$ cat src/rtl/lut_prober.sv
// Sweeps a 4-input LUT through all 16 vectors, samples its output and compares against EXPECT.
// Optional macro LUT_PROBE_FAILIDX_EN adds the lowest-mismatch index on fail_idx.
module lut_prober #(
  parameter logic [15:0] EXPECT = 16'b0,
  parameter int unsigned SETTLE = 3
) (
  input  logic        clk,
  input  logic        rst_n,
  input  logic        start,
  output logic        d,
  output logic        c,
  output logic        b,
  output logic        a,
  input  logic        o,
  output logic        busy,
  output logic        done,
  output logic        pass,
  output logic [15:0] captured,
  output logic [3:0]  fail_idx
);

  typedef enum logic [1:0] {
    ST_IDLE,
    ST_SETTLE,
    ST_SAMPLE,
    ST_DONE
  } state_t;

  // Counter runs SETTLE-1 down to 0, giving SETTLE cycles in ST_SETTLE (SETTLE must be 2..15).
  localparam logic [3:0] CNT_LOAD = 4'(SETTLE - 1);

  state_t     state;
  logic [3:0] idx;
  logic [3:0] cnt;
  logic [1:0] o_sync;

  assign {d, c, b, a} = idx;

`ifdef LUT_PROBE_FAILIDX_EN
  logic [3:0] fail_q;

  function automatic logic [3:0] lowest_set(input logic [15:0] v);
    lowest_set = 4'd0;
    for (int i = 15; i >= 0; i--) begin
      if (v[i]) lowest_set = 4'(i);
    end
  endfunction

  assign fail_idx = fail_q;
`else
  assign fail_idx = 4'd0;
`endif

  // done/busy/pass are registered in ST_DONE, so they appear together on the cycle after it.
  always_ff @(posedge clk or negedge rst_n) begin
    if (!rst_n) begin
      state    <= ST_IDLE;
      idx      <= 4'd0;
      cnt      <= 4'd0;
      o_sync   <= 2'b00;
      busy     <= 1'b0;
      done     <= 1'b0;
      pass     <= 1'b0;
      captured <= 16'h0000;
`ifdef LUT_PROBE_FAILIDX_EN
      fail_q   <= 4'd0;
`endif
    end else begin
      o_sync <= {o_sync[0], o};
      done   <= 1'b0;
      case (state)
        ST_IDLE: begin
          if (start) begin
            state    <= ST_SETTLE;
            idx      <= 4'd0;
            cnt      <= CNT_LOAD;
            captured <= 16'h0000;
            pass     <= 1'b0;
            busy     <= 1'b1;
`ifdef LUT_PROBE_FAILIDX_EN
            fail_q   <= 4'd0;
`endif
          end
        end
        ST_SETTLE: begin
          if (cnt == 4'd0) state <= ST_SAMPLE;
          else cnt <= cnt - 4'd1;
        end
        ST_SAMPLE: begin
          captured[idx] <= o_sync[1];
          if (idx == 4'd15) begin
            state <= ST_DONE;
          end else begin
            idx   <= idx + 4'd1;
            cnt   <= CNT_LOAD;
            state <= ST_SETTLE;
          end
        end
        ST_DONE: begin
          done  <= 1'b1;
          busy  <= 1'b0;
          pass  <= (captured == EXPECT);
`ifdef LUT_PROBE_FAILIDX_EN
          fail_q <= lowest_set(captured ^ EXPECT);
`endif
          state <= ST_IDLE;
        end
        default: state <= ST_IDLE;
      endcase
    end
  end

endmodule

$ cat config.mk
export PLATFORM = sky130hd
export DESIGN_NAME = lut_prober
export DESIGN_NICKNAME = d
export VERILOG_FILES = /design/src/rtl/lut_prober.sv
export SDC_FILE = /design/constraint.sdc
export NUM_CORES = 1
export LEC_CHECK = 0
export ABC_AREA = 1
export ABC_CLOCK_PERIOD_IN_PS = 2310
export CORE_MARGIN = 3
export CORE_UTILIZATION = 55
export CTS_CLUSTER_DIAMETER = 80
export CTS_CLUSTER_SIZE = 24
export DETAILED_ROUTE_END_ITERATION = 8
export GPL_ROUTABILITY_DRIVEN = 0
export PLACE_DENSITY_LB_ADDON = 0.2
export SYNTH_ARGS = -nofsm -noshare
export SYNTH_HDL_FRONTEND = slang
export SYNTH_SLANG_ARGS = --single-unit
$ cat constraint.sdc
create_clock -name clk -period 2.31 [get_ports clk]
set_input_delay 0.231 -clock clk [delete_from_list [all_inputs] [get_ports clk]]
set_output_delay 0.231 -clock clk [all_outputs]
set_load 0.005 [all_outputs]
==> summary.txt <==
Drt
  – Total routed wirelength: 3520 um
  – Wire length per cell: 12.4 um
  – Via/cell ratio: about 5.2
  – Via count: 1467
  – Detailed Routing Iterations Pass 1: 4
  – Initial DRC Count: 99
  – Antenna Nets Post-Route: 0
  – DRC viols: 0

Yosys
  – Post-synthesis cell type count: 24
  – Post-synth top cells: 57 x nand2_1, 31 x dfrtp_1, 31 x nor2_1
  – Share of the yosys chip area belonging to registers: 0.461
  – Top cell type's share of synthesized area: 0.461
  – Asr flop ratio synth: 1.00
  – Top cells by area, synth: dfrtp_1 46%, nand2_1 13%, nand3_1 7.1%
  – Most common cell in the synthesized netlist: nand2_1
  – Synthesized flop and latch total: 31
  – Netlist area before placement: 0.00168 mm2
  – Area leader, netlist: dfrtp_1
  – Synth Flop Type: dfrtp_1
  – Post-synth EDFFs: 0
  – Synth Instances: 222
  – Ys Warns: 0
  – Avg Synthesized Cell Area: 7.58 um2

Worst setup path
  – Crit path buffers/inverters: 1
  – Worst-path cell chain: clkdlybuf4s50_1
  – Worst-path fanout max: 8
  – Worst setup startpoint: idx[3]
  – Critical path depth: 1
  – Reg2Reg Setup Slack: 0.95 ns
  – R2r endpoint: cnt[3]
  – Critical path arrival: 1.40 ns
  – Req. time, crit path: 2.08 ns
  – Worst path top cell family by delay: buffers and inverters
  – Launching point of the worst reg2reg path: idx[0]
  – R2R depth: 7
  – Crit-path max cell delay: about 0.55 ns
  – Worst Setup End Kind: primary output
  – Worst setup SP type: flop
  – CP endpoint: d
  – Worst setup path category: flop to primary output
  – Crit-path slowest cell: clkdlybuf4s50_1

Layout
  – Layout cell share with drive strength beyond 1: 0.0794
  – Final net count: 260
  – Diodes inserted: 0
  – Post-route cell area: 0.00199 mm2
  – Area grow syn2layout: 18.2%
  – Final core occ: 0.703

GRT
  – Number of global-route vias before repair: about 1.3k
  – Overflow after GRT: 0
  – Pin count of the biggest net entering global routing: 32
  – First-pass GRT wire length: 5950 um
  – Initial antenna violation count: 0
  – Total GRT Usage: 0.219

Run status
  – Status: completed

Die
  – Ports: 31
  – Core area: 0.00283 mm2
  – Die H: 61.3 um
  – DIE WIDTH: 61.3 um
  – Std cell rows: 19
  – Initial Util: 0.595
  – Die area: 0.00376 mm2

Hold path
  – Worst min path class: input port to async pin

Timing
  – Max Freq: 0.615 GHz
  – Clk_skew: roughly 0.0080 ns
  – Setup TNS: 0 ns
  – Final setup fails: 0
  – Fin worst setup slack: 0.683 ns
  – Crit path time final: 1.63 ns
  – Hold Violations, Final: 0
  – RSZ-0062 raised after global routing: no
  – Final Slew Violations: 0
  – Post-route clock period utilization: 0.704

Clock tree
  – Clock Sinks: 31
  – Clock Pin Slew Worst Setup and Hold Paths: 0.10 ns
  – Hold-fix buffers at CTS: 0
  – Inserted Clock Buffers: 5
  – H-tree levels: 2
  – Post CTS Setup Buffer Count: 0
  – # resized after CTS: 0
  – Clock latency on the worst-skew pair: 0.34 ns
  – Clock root cell: clkbuf_4
  – Max Buffers Root-to-Sink: 2
  – CTS tree: done

Place
  – Place WS: 0.918 ns
  – # port buffers: 26
  – Placed cell area: about 0.0019 mm2
  – DP HPWL: 2510 um

Power and ir drop
  – Max IR drop VDD: ~500 uV
  – Pwr dens: 919 mW/mm2
  – Leak pwr: 0.00101 uW
  – Final total power: 1830 uW

Job
  – Max_cap viols: 0
[area by class of cell]
class / count / area, um2
fillers: 247 / 840
flip-flops and latches: 31 / 776
multi-input cells: 161 / 761
repair buffers: 27 / 268
inverters: 25 / 96.3
clock buffers: 7 / 45.0
well taps: 31 / 38.8
clock inverters: 1 / 5.00
[kinds of logic after synthesis]
logic type	count (synthesis)	synth area share
xor gates and xnor gates	1	0.00521
other	1	0.00223
buffers and inverters	33	0.0937
and+or+nand+nor	124	0.317
adders and majority gates	5	0.0372
DFF	31	0.461
AOI/OAI and AO/OA	27	0.0840
[layout by cell type (no fill, tap or decap), types with 3 or more instances in the layout]
master           netlist  final
a21oi_1                5      5
clkbuf_4               0      5
clkdlybuf4s50_1        0     26
conb_1                 1      4
dfrtp_1               31     31
ha_1                   5      5
inv_1                 22     22
nand2_1               57     57
nand2_2                4      4
nand3_1               24     24
nor2_1                31     31
nor2_2                 4      4
o21ai_0               14     14
o21ai_1                3      3
o22ai_1                5      5
[through the flow]
| stage | std cells | hold WS, ns |
|---|---|---|
| floorplan | 225 | -0.0646 |
| global placement | 275 | 0.334 |
| detailed placement | 275 | 0.338 |
| CTS | 283 | 0.291 |
| global route | 283 | 0.314 |
| finish | 283 | 0.270 |
[worst min path at each step]
stage / startpoint / end / slack (ns)
3_5_place_dp: o_sync[0] / o_sync[1] / 0.34
6_report: rst_n / done / 0.27
4_1_cts: rst_n / captured[14] / 0.29
2_1_floorplan: rst_n / busy / -0.06
3_3_place_gp: o_sync[0] / o_sync[1] / 0.33
5_1_grt: rst_n / cnt[3] / 0.31
[report_power, final]
part | total, uW | internal, uW | switching, uW
Combinational | 775 | 308 | 467
Clock | 314 | 118 | 196
Sequential | 739 | 645 | 94.0
[layer usage]
layer  global-route usage  routed length, um
met2                0.323               1550
met4               0.0929                 30
met1                0.311               1750
met5                    0                  0
met3               0.0440                188
[flip-flops by register name (all words and copies together), names as in the netlist]
signal and cells:
busy 1, cnt 4, done 1, captured 16, o_sync 2, pass 1, state 2, idx 4
[worst register-to-register path, delay by kind of cell (launching register included)]
kind	cells	cell delay (ns)
fa+ha+maj	1	0.27
buf+inv	1	0.12
flops	1	0.43
simple gates	5	0.45
No activity file was read; power rests on OpenSTA's default activity.
